## config.mk

```make
export PLATFORM = sky130hd
export DESIGN_NAME = lockin_iq_accum
export DESIGN_NICKNAME = d
export VERILOG_FILES = /design/src/rtl/lockin_iq_accum.sv
export SDC_FILE = /design/constraint.sdc
export NUM_CORES = 1
export LEC_CHECK = 0
export CORE_ASPECT_RATIO = 1.4
export CORE_UTILIZATION = 30
export CTS_CLUSTER_SIZE = 20
export DETAILED_ROUTE_END_ITERATION = 7
export PLACE_DENSITY = 0.55
export SYNTH_ARGS = -nofsm -noshare
export SYNTH_HDL_FRONTEND = slang
export SYNTH_SLANG_ARGS = --single-unit
```

## constraint.sdc

```tcl
create_clock -name clk_50M -period 7.3 [get_ports clk_50M]
set_input_delay 2.19 -clock clk_50M [delete_from_list [all_inputs] [get_ports clk_50M]]
set_output_delay 2.19 -clock clk_50M [all_outputs]
set_load 0.01 [all_outputs]
```

## src/rtl/lockin_iq_accum.sv

```systemverilog
// -----------------------------------------------------------------------------
// lockin_iq_accum
//
// Lock-in I/Q demodulator that sits after the quadrature square-wave reference
// generator. Each ADC sample is multiplied by +/-1 according to the 0deg (I)
// and 90deg (Q) references. The products are summed over an integer number
// of reference periods. One result per measurement is handed to the host
// stage over a valid/ready pair.
//
// A measurement starts on a rising edge of sq_0deg and ends on the Nth
// following rising edge. The sample taken in the closing-edge cycle belongs
// to the next period, so it is left out. Every measurement therefore covers
// exactly N whole periods, and DC content cancels.
//
// Ports
//   clk_50M    in   1       system clock, rising edge
//   rst_n      in   1       asynchronous active-low reset
//   adc_data   in   ADC_W   signed two's-complement sample
//   adc_valid  in   1       adc_data valid this cycle
//   sq_0deg    in   1       0deg reference (same clock domain)
//   sq_90deg   in   1       90deg reference (same clock domain)
//   start      in   1       one-cycle measurement request (honoured in IDLE)
//   n_periods  in   PER_W   periods to integrate, 0 is treated as 1
//   busy       out  1       measurement in progress or result pending
//   i_out      out  ACC_W   I result, signed
//   q_out      out  ACC_W   Q result, signed
//   n_samples  out  SCNT_W  samples accumulated, saturating
//   ovf        out  1       an accumulator clamped during the measurement
//   out_valid  out  1       result valid, held until accepted
//   out_ready  in   1       consumer accepts when out_valid & out_ready
//
// state | meaning
// ------+----------------------------------------------------------------
// IDLE  | waiting for start; outputs hold the previous result
// ARM   | accumulators cleared, waiting for the first sq_0deg rising edge
// ACCUM | integrating samples, counting reference periods
// DONE  | result presented on out_valid until the consumer accepts it
// -----------------------------------------------------------------------------
module lockin_iq_accum #(
    parameter int ADC_W  = 12,
    parameter int ACC_W  = 40,
    parameter int PER_W  = 8,
    parameter int SCNT_W = 24
) (
    input  logic                     clk_50M,
    input  logic                     rst_n,
    input  logic signed [ADC_W-1:0]  adc_data,
    input  logic                     adc_valid,
    input  logic                     sq_0deg,
    input  logic                     sq_90deg,
    input  logic                     start,
    input  logic        [PER_W-1:0]  n_periods,
    output logic                     busy,
    output logic signed [ACC_W-1:0]  i_out,
    output logic signed [ACC_W-1:0]  q_out,
    output logic        [SCNT_W-1:0] n_samples,
    output logic                     ovf,
    output logic                     out_valid,
    input  logic                     out_ready
);

    typedef enum logic [1:0] {
        IDLE  = 2'd0,
        ARM   = 2'd1,
        ACCUM = 2'd2,
        DONE  = 2'd3
    } state_t;

    localparam logic [ACC_W-1:0] ACC_MAX = {1'b0, {(ACC_W-1){1'b1}}};
    localparam logic [ACC_W-1:0] ACC_MIN = {1'b1, {(ACC_W-1){1'b0}}};

    state_t state_q;
    state_t state_d;

    logic                     sq_0deg_d;
    logic                     edge_det;
    logic signed [ACC_W-1:0]  acc_i;
    logic signed [ACC_W-1:0]  acc_q;
    logic        [SCNT_W-1:0] scnt;
    logic        [PER_W-1:0]  period_cnt;
    logic        [PER_W-1:0]  n_lat;
    logic                     ovf_acc;

    logic        [PER_W:0]    period_next;
    logic                     close_edge;

    logic signed [ADC_W:0]    s_ext;
    logic signed [ADC_W:0]    term_i;
    logic signed [ADC_W:0]    term_q;
    logic        [ACC_W:0]    sum_i;
    logic        [ACC_W:0]    sum_q;
    logic                     clamp_i;
    logic                     clamp_q;
    logic        [ACC_W-1:0]  sat_i;
    logic        [ACC_W-1:0]  sat_q;

    logic                     clear_meas;
    logic                     incl_smp;
    logic                     period_inc;
    logic                     load_out;
    logic                     accept;

    // ------------------------------------------------------------------
    // Reference edge detection and period bookkeeping
    // ------------------------------------------------------------------
    assign edge_det    = sq_0deg & ~sq_0deg_d;
    assign period_next = {1'b0, period_cnt} + (PER_W+1)'(1);
    assign close_edge  = edge_det && (period_next == {1'b0, n_lat});

    // ------------------------------------------------------------------
    // +/-1 multiply and saturating accumulate.
    // The sample is widened by one bit first, so negating the most
    // negative code gives an exact positive term. The sum is formed with
    // one bit of headroom. When its top two bits differ, the true result
    // lies outside the ACC_W range and is clamped toward the sign of the
    // wide sum.
    // ------------------------------------------------------------------
    always_comb begin
        s_ext  = {adc_data[ADC_W-1], adc_data};
        term_i = sq_0deg  ? s_ext : -s_ext;
        term_q = sq_90deg ? s_ext : -s_ext;

        sum_i = {acc_i[ACC_W-1], acc_i} + {{(ACC_W-ADC_W){term_i[ADC_W]}}, term_i};
        sum_q = {acc_q[ACC_W-1], acc_q} + {{(ACC_W-ADC_W){term_q[ADC_W]}}, term_q};

        clamp_i = sum_i[ACC_W] ^ sum_i[ACC_W-1];
        clamp_q = sum_q[ACC_W] ^ sum_q[ACC_W-1];

        sat_i = sum_i[ACC_W-1:0];
        if (clamp_i) begin
            sat_i = sum_i[ACC_W] ? ACC_MIN : ACC_MAX;
        end
        sat_q = sum_q[ACC_W-1:0];
        if (clamp_q) begin
            sat_q = sum_q[ACC_W] ? ACC_MIN : ACC_MAX;
        end
    end

    // ------------------------------------------------------------------
    // FSM: state register
    // ------------------------------------------------------------------
    always_ff @(posedge clk_50M or negedge rst_n) begin
        if (!rst_n) begin
            state_q <= IDLE;
        end else begin
            state_q <= state_d;
        end
    end

    // ------------------------------------------------------------------
    // FSM: next state and datapath controls
    // ------------------------------------------------------------------
    always_comb begin
        state_d    = state_q;
        clear_meas = 1'b0;
        incl_smp   = 1'b0;
        period_inc = 1'b0;
        load_out   = 1'b0;
        accept     = 1'b0;

        case (state_q)
            IDLE: begin
                if (start) begin
                    state_d    = ARM;
                    clear_meas = 1'b1;
                end
            end
            ARM: begin
                // The opening-edge sample is the first sample of period 0.
                if (edge_det) begin
                    state_d  = ACCUM;
                    incl_smp = adc_valid;
                end
            end
            ACCUM: begin
                if (close_edge) begin
                    // This cycle's sample opens the next period, so it is dropped.
                    state_d  = DONE;
                    load_out = 1'b1;
                end else begin
                    incl_smp   = adc_valid;
                    period_inc = edge_det;
                end
            end
            DONE: begin
                if (out_ready) begin
                    state_d = IDLE;
                    accept  = 1'b1;
                end
            end
            default: begin
                state_d = IDLE;
            end
        endcase
    end

    assign busy = (state_q != IDLE);

    // ------------------------------------------------------------------
    // Measurement datapath
    // ------------------------------------------------------------------
    always_ff @(posedge clk_50M or negedge rst_n) begin
        if (!rst_n) begin
            sq_0deg_d  <= 1'b0;
            acc_i      <= '0;
            acc_q      <= '0;
            scnt       <= '0;
            period_cnt <= '0;
            n_lat      <= '0;
            ovf_acc    <= 1'b0;
        end else begin
            sq_0deg_d <= sq_0deg;
            if (clear_meas) begin
                acc_i      <= '0;
                acc_q      <= '0;
                scnt       <= '0;
                period_cnt <= '0;
                ovf_acc    <= 1'b0;
                n_lat      <= (n_periods == '0) ? PER_W'(1) : n_periods;
            end else begin
                if (incl_smp) begin
                    acc_i   <= sat_i;
                    acc_q   <= sat_q;
                    ovf_acc <= ovf_acc | clamp_i | clamp_q;
                    if (scnt != '1) begin
                        scnt <= scnt + SCNT_W'(1);
                    end
                end
                if (period_inc) begin
                    period_cnt <= period_cnt + PER_W'(1);
                end
            end
        end
    end

    // ------------------------------------------------------------------
    // Result registers. They are loaded once, in the closing-edge cycle,
    // and keep their contents until the next measurement completes.
    // ------------------------------------------------------------------
    always_ff @(posedge clk_50M or negedge rst_n) begin
        if (!rst_n) begin
            i_out     <= '0;
            q_out     <= '0;
            n_samples <= '0;
            ovf       <= 1'b0;
            out_valid <= 1'b0;
        end else begin
            if (load_out) begin
                i_out     <= acc_i;
                q_out     <= acc_q;
                n_samples <= scnt;
                ovf       <= ovf_acc;
                out_valid <= 1'b1;
            end else if (accept) begin
                out_valid <= 1'b0;
            end
        end
    end

endmodule

```

==> results of run 1 <==
[metrics by stage]
step | power, mW | hold slack, ns
after floorplan | 4.35 | 0.455
after global placement | 5.57 | 0.462
after detailed placement | 5.62 | 0.468
after CTS | 7.11 | 0.480
after global routing | 7.63 | 0.491
final | 7.02 | 0.481
[flip-flops by register name, summed over array words and instances, names as in the netlist]
register and flops:
acc_i 40, acc_q 40, i_out 40, q_out 40, n_samples 24, scnt 24, n_lat 8, period_cnt 8
state_q 2, out_valid 1, ovf 1, ovf_acc 1, sq_0deg_d 1
[cells in the final DEF, fill, tap and decap left out, drive strengths merged, types with 68 or more instances in the layout]
cell / count
dfrtp: 230
a21oi: 111
mux2: 109
xor2: 68
nor2: 160
clkdlybuf4s50: 132
o21ai: 121
nand2: 180
buf: 87
ha: 89
[logic make-up after synthesis]
group,Yosys count,synth area share (%)
buffers and inverters,114,3.65
AO/OA/AOI/OAI,387,16.6
XOR/XNOR,121,7.48
multiplexers,115,8.93
AND/OR/NAND/NOR,495,15.3
flip-flops,230,39.9
adder cells (fa/ha/maj),91,8.00
[final timing paths]
kind	from	to	slack, ns
worst max-delay path	adc_data[1]	acc_i[38]	0.60
worst min-delay path	i_out[0]	i_out[0]	0.48
worst max register to register	acc_q[0]	acc_q[38]	3.68
worst min register to register	i_out[0]	i_out[0]	0.48
max in group asynchronous	rst_n	acc_q[21]	4.22
min in group asynchronous	rst_n	i_out[30]	1.67
[area by class of cell]
cell class / count / area (µm²) / area share (%)
multi-input cells: 1209 / 8150 / 45.6
flip-flops and latches: 230 / 5760 / 32.2
repair buffers: 219 / 2060 / 11.5
well taps: 624 / 781 / 4.37
clock buffers: 34 / 732 / 4.10
clock inverters: 13 / 206 / 1.16
inverters: 48 / 180 / 1.01
[worst max-delay path, stage by stage]
cell	delay, ns
clkdlybuf4s50_1	0.44
buf_4	0.16
nor3_1	0.21
nor3b_1	0.22
buf_4	0.17
nor3b_1	0.24
nor3b_1	0.27
nor3b_1	0.28
nor2_1	0.08
xor2_1	0.16
ha_1	0.30
buf_4	0.15
o21ai_0	0.07
o21ai_0	0.15
a211oi_1	0.28
a21oi_2	0.14
a311oi_1	0.59
o21a_1	0.27
nor3_1	0.09
or3_1	0.31
a21oi_1	0.22
o21ai_0	0.11
[metal layers]
metal / up-vias / wire length (µm) / share of wire, % / track usage [%]
met4: 0 / 1330 / 3.3 / 6.28
met2: 217 / 21100 / 53 / 31.5
li1: 5852 / - / - / -
met1: 5741 / 16400 / 41 / 19.0
met3: 70 / 1320 / 3.3 / 1.80
met5: - / 0 / 0 / 0
[power groups by stage]
stage	Combinational (mW)	Sequential, mW	Clock, mW
floorplan	2.54	1.82	0
global placement	3.66	1.92	0
detailed placement	3.70	1.92	0
CTS	3.72	1.90	1.49
global route	4.15	1.94	1.54
finish	3.70	1.89	1.44
==> flow_summary.toml, run 1 <==
[clock_tree]
htree_levels = 1
cts_setup_buffers = 0
clk_pin_slew_ns = 0.06
cts_resized = 0
clock-sinks = 230
clockBufferDepth = 3
holdBufCountCts = 0
numCtsBuffers = 26
cts_tree = "built"
cts-root-buf = "clkbuf_16"
clkLatencyLatePin_ns = 0.55

[grt]
grt_max_degree = 107
grt_overflow = 0
grt_pass1_wl_um = 65700
antenna_found_initial = 0
track_usage_pct = 16.6
grt_pass1_vias = 12300

[pwr]
switching_share_pct = 41.9
ir_worst_vdd_mv = 0.189
combPwrFrac_pct = 52.7
p_int_mw = 4.08
clockPowerShare_pct = 20.4
switchingPower_mw = 2.94
seq_power_share_pct = 26.9
power_density_nw_per_um2 = 393
p_leak_nw = 8.45

[final_layout]
fill_cells = 4731
final_util_pct = 37.9
n_antenna_cell = 0
drive_gt1_share_pct = 12.5
area_growth_pct = 23.9
final_nets = 1852
fin_area_um2 = 17900
final_cell_count_no_fill = 2377

[critical_path]
start_kind = "input port"
reg2reg_depth = 13
critical_path_class = "input port to flip-flop"
arrival_ns = 7.12
required_ns = 7.72
crit_fanout = 5
cp-end-kind = "flip-flop"

[drt]
post_drt_wl_per_cell_um = 16.9
remaining_drc_errors = 0
first_pass_iters = 5
vias = 11900
postRouteAntennaNets = 0
wirelength_um = 40100
avgViaCountPerCell = 5.00
drt_first_iter_violations = 640

[sta]
final-setup-viol-count = 0
period_share_pct = 91.8
slew_violations = 0
slew_headroom_pct = 39.7
post-route-min-period_ns = 6.70
fmax_mhz = 149
fin_ws_ns = 0.598
finalClockSkew_ns = 0.0158
worst_pin_slew_ns = 0.905
rsz0062_at_grt = "false"
hold_viol_final = 0
tns_ns = 0

[synthesis]
ys_ff_latch = 230
synth_edf_count = 0
ys_seq_area_share_pct = 39.9
ys_types = 72
synth_top_area_share_pct = 39.9
synth.area.top_cells = "dfrtp_1 40%, ha_1 7.7%, mux2_2 5.5%, nand2_1 4.7%, nor2_1 4.1%"
synth.most_common_cell = "dfrtp_1"
netlist_instances = 1553
syn_avg_cell_area_um2 = 9.28
netlist_area_um2 = 14400
yosys.area.top_type = "dfrtp_1"
ys_top_cells_by_count = "230 x dfrtp_1, 180 x nand2_1, 159 x nor2_1"
synth_nets = 1671
yosys_warnings = 0
synthArstFlopShare_pct = 100
synth_ff_type = "dfrtp_1"

[die]
start_util_pct = 30.6
design.core.area_um2 = 47200
dieHeight_um = 261
num_rows = 94
dieArea_um2 = 48900
num_io_pins = 134
die_w_um = 187

[placed_design]
hpwl_um = 30300
post-place-ws_ns = 0.0935
post-place-cells = 2330
place_congestion = 0.913
numPortBuffers = 133
placed_area_um2 = 16900

[worst_hold_path]
worst_hold_path_type = "flip-flop to flip-flop"
holdPathStages = 1

[status]
status = "complete, no violations"

[run]
drv_cap = 0
Power figures use the tool's default switching activity.
==> run 2: changes to the inputs <==
- PLACE_DENSITY: 0.55 -> 0.46
- SKIP_CTS_REPAIR_TIMING: default -> 1
==> flow_summary.toml, run 2 (same netlist as run 1, synthesis figures left out) <==
[drt]
top_layer = "met4"
vias = 11800
postRouteAntennaNets = 0
remaining_drc_errors = 0
avgViaCountPerCell = 4.92
m1WireLength_um = 16700
first_pass_iters = 6
wirelength_um = 39400
post_drt_wl_per_cell_um = 16.4
wl_met3_um = 1370
met2WireLength_um = 20500
drt_first_iter_violations = 497

[clock_tree]
clock-sinks = 230
cts-root-buf = "clkbuf_16"
clockBufferDepth = 3
clkLatencyLatePin_ns = 0.56
numCtsBuffers = 26
cts_tree = "built"
clk_pin_slew_ns = 0.06
htree_levels = 1

[final_layout]
drive_gt1_share_pct = 13.2
final_cell_count_no_fill = 2393
fin_area_um2 = 18000
final_nets = 1870
final_util_pct = 38.2
n_antenna_cell = 0
final_common_cell = "dfrtp_1"
area_growth_pct = 24.9
mostFrequentLayoutCells = "230 x dfrtp_1, 180 x nand2_1, 159 x nor2_1"

[sta]
finalClockSkew_ns = 0.00921
fin_hold_ws_ns = 0.475
tns_ns = 0
fin_ws_ns = 0.450
slew_violations = 0
fmax_mhz = 146
post-route-min-period_ns = 6.85
hold_viol_final = 0
period_share_pct = 93.8
slew_headroom_pct = 29.6
final-setup-viol-count = 0
worst_pin_slew_ns = 1.06
rsz0062_at_grt = "false"

[critical_path]
arrival_ns = 7.31
start_kind = "input port"
crit-reg2reg-capture = "scnt[23]"
worstReg2RegStart = "period_cnt[3]"
required_ns = 7.76
cp-end-kind = "flip-flop"
crit_fanout = 28
reg2reg_depth = 10
critical_path_class = "input port to flip-flop"
r2r_slack_ns = 3.47

[die]
dieArea_um2 = 48900
dieHeight_um = 261
num_rows = 94
design.core.area_um2 = 47200
start_util_pct = 30.6
die_w_um = 187
num_io_pins = 134

[pwr]
clockPowerShare_pct = 19.7
p_leak_nw = 8.53
switchingPower_mw = 2.91
ir_worst_vdd_mv = 0.186
p_int_mw = 4.08
seq_power_share_pct = 26.8
p_total_mw = 7.00
combPwrFrac_pct = 53.5
power_density_nw_per_um2 = 389
switching_share_pct = 41.7

[grt]
track_usage_pct = 16.3
grt_pass1_wl_um = 65200
grt_max_degree = 132
antenna_found_initial = 0
grt_pass1_vias = 12400
grt_overflow = 0

[placed_design]
numPortBuffers = 133
hpwl_um = 29200
post-place-ws_ns = -0.0972
placed_area_um2 = 17100
place_congestion = 0.862
post-place-cells = 2348

[run]
drv_cap = 0

[worst_hold_path]
min_to = "out_valid"
holdPathStages = 1
min_from = "out_valid"
worst_hold_path_type = "flip-flop to flip-flop"

[status]
status = "complete, no violations"
run 2: changes by cell type in the layout (fill, tap and decap cells not counted), sizes merged:
cell,delta
buf,+18
clkbuf,+4
bufinv,-2
clkinv,-3
inv,-1
run 2: power by group through the flow:
stage	logic (mW)	registers (mW)	clock network [mW]
after floorplan	2.54	1.82	0
after global placement	3.74	1.91	0
after detailed placement	3.76	1.91	0
after CTS	3.78	1.89	1.43
after global routing	4.23	1.93	1.48
final	3.74	1.88	1.38
run 2: cell type report:
type | count | area [µm²]
Fill cell | 4775 | 29200
Sequential cell | 230 | 5760
Tap cell | 624 | 781
Timing Repair Buffer | 237 | 2240
Clock inverter | 7 | 130
Multi-Input combinational cell | 1209 | 8150
Clock buffer | 38 | 756
Inverter | 48 | 180
run 2: worst max path at each step:
stage,start,end,cells after the start
after global routing,adc_data[1],ovf_acc,23
after floorplan,adc_data[0],acc_q[30],21
final,adc_data[1],acc_i[14],23
after CTS,adc_data[1],acc_q[20],21
after global placement,adc_data[1],ovf_acc,23
after detailed placement,adc_data[1],acc_q[20],21
run 2: worst max-delay path, stage by stage:
cell and delay [ns]:
clkdlybuf4s50_1 0.48, inv_1 0.09, ha_1 0.16, nand2_1 0.07
or3_1 0.33, or3_1 0.34, nor4_1 0.29, nor3_1 0.08
a21o_1 0.21, buf_12 0.16, buf_4 0.18, ha_1 0.31
and2_1 0.16, a211oi_1 0.44, nor2_1 0.13, o21a_1 0.19
o31ai_1 0.18, a21oi_1 0.12, o31a_1 0.32, xnor2_2 0.37
buf_12 0.24, nor2_1 0.07, o21ai_0 0.18
run 2: layer usage:
layer	global-route usage (%)	up-vias
li1	-	5878
met1	19.2	5713
met2	30.8	144
met3	2.37	38
met4	4.12	0
met5	0	-
==> run 3: changes to the inputs <==
- CORE_UTILIZATION: 30 -> 55
- PLACE_DENSITY: 0.46 -> 0.76
==> flow_summary.toml, run 3 (same netlist as run 1, synthesis figures left out) <==
[drt]
wirelength_um = 35200
post_drt_wl_per_cell_um = 17.1
drt_first_iter_violations = 567
postRouteAntennaNets = 0
first_pass_iters = 7
avgViaCountPerCell = 5.79
remaining_drc_errors = 13
vias = 11900

[sta]
worst_pin_slew_ns = 0.973
period_share_pct = 92.9
final-setup-viol-count = 0
post-route-min-period_ns = 6.78
fmax_mhz = 148
fin_hold_ws_ns = 0.482
rsz0062_at_grt = "false"
finalClockSkew_ns = 0.0128
hold_viol_final = 0
slew_violations = 0
slew_headroom_pct = 35.2
fin_ws_ns = 0.521

[pwr]
p_leak_nw = 8.34
ir_worst_vdd_mv = 0.234
p_total_mw = 6.69
power_density_nw_per_um2 = 388

[die]
design.core.area_um2 = 25600
start_util_pct = 56.4
num_io_pins = 134
die_w_um = 139
num_rows = 69
dieArea_um2 = 26900
dieHeight_um = 194

[grt]
grt_max_degree = 127
grt_overflow = 0
track_usage_pct = 26.5
antenna_found_initial = 0
grt_pass1_wl_um = 58800
grt_pass1_vias = 12200

[critical_path]
arrival_ns = 7.24
required_ns = 7.76
critical_path_class = "input port to flip-flop"
start_kind = "input port"
crit_fanout = 28
cp-end-kind = "flip-flop"

[status]
status = "complete, but fails checks"
violations = "design-rule violations"

[clock_tree]
cts-root-buf = "clkbuf_16"
clk_pin_slew_ns = 0.07
numCtsBuffers = 23
cts_tree = "built"
htree_levels = 1
clock-sinks = 230
clkLatencyLatePin_ns = 0.54
clockBufferDepth = 3

[placed_design]
place_congestion = 0.953
numPortBuffers = 133
post-place-ws_ns = -0.0226
hpwl_um = 25400

[final_layout]
final_common_cell = "dfrtp_1"
mostFrequentLayoutCells = "230 x dfrtp_1, 180 x nand2_1, 159 x nor2_1"
fill_cells = 2041
area_growth_pct = 19.7
drive_gt1_share_pct = 11.7
n_antenna_cell = 0
final_nets = 1841
final_util_pct = 67.5

[run]
drv_cap = 0

[worst_hold_path]
worst_hold_path_type = "flip-flop to flip-flop"
[run 3: cell count changes in the layout (fill, tap and decap cells not counted), moves of 2 or more]
cell and delta:
clkinv_2 +4, buf_4 -21, clkbuf_16 -3, buf_12 -5, clkinvlp_4 -2, clkbuf_1 -2
[run 3: layout make-up]
type / instances / area, µm² / share of cell area (%)
clock inverters: 8 / 130 / 0.754
repair buffers: 211 / 1980 / 11.5
flip-flops and latches: 230 / 5760 / 33.4
well taps: 319 / 399 / 2.31
inverters: 48 / 180 / 1.04
multi-input cells: 1209 / 8150 / 47.2
clock buffers: 32 / 659 / 3.82
[run 3: layer usage]
metal	part of all wire, %	vias up	global-route usage [%]
met1	40	5724	30.4
met5	0	-	0
met3	4.0	88	2.97
li1	-	5817	-
met2	52	285	49.3
met4	3.8	0	11.2
[run 3: worst paths after layout]
kind | from | end | slack, ns | cells after the start
setup / recovery | adc_data[1] | acc_q[14] | 0.52 | 22
hold / removal | i_out[26] | i_out[26] | 0.48 | 1
hold reg to reg | i_out[26] | i_out[26] | 0.48 | 1
setup reg to reg | acc_q[0] | acc_q[14] | 3.67 | 16
max in group asynchronous | rst_n | q_out[32] | 4.22 | 2
min in group asynchronous | rst_n | i_out[13] | 1.69 | 1
[run 3: through the flow]
step,TNS (ns),cells,cell area [µm²]
global route,0,2057,17300
detailed placement,-0.0226,2017,16500
finish,0,2057,17300
floorplan,0,1553,14400
global placement,0,2017,16500
CTS,0,2057,17300
[run 3: power by group]
group	total (mW)	switching (mW)	internal, mW
Sequential	1.87	0.277	1.59
Clock	1.25	0.512	0.738
Combinational	3.58	2.04	1.53
Total	6.69	2.83	3.86
[run 3: critical path, cell delays in order]
cell and delay, ns:
clkdlybuf4s50_1 0.51, inv_1 0.10, ha_1 0.17, nand2_1 0.08
or3_1 0.33, or3_1 0.33, nor4_1 0.28, nor3_1 0.09
a21o_1 0.20, buf_12 0.17, ha_1 0.47, nand2_1 0.11
nor3_1 0.25, nand3_1 0.15, a21oi_1 0.22, o21ai_1 0.12
mux2i_1 0.14, or4_4 0.60, xnor2_4 0.16, buf_4 0.31
nor2_1 0.09, o21ai_1 0.16
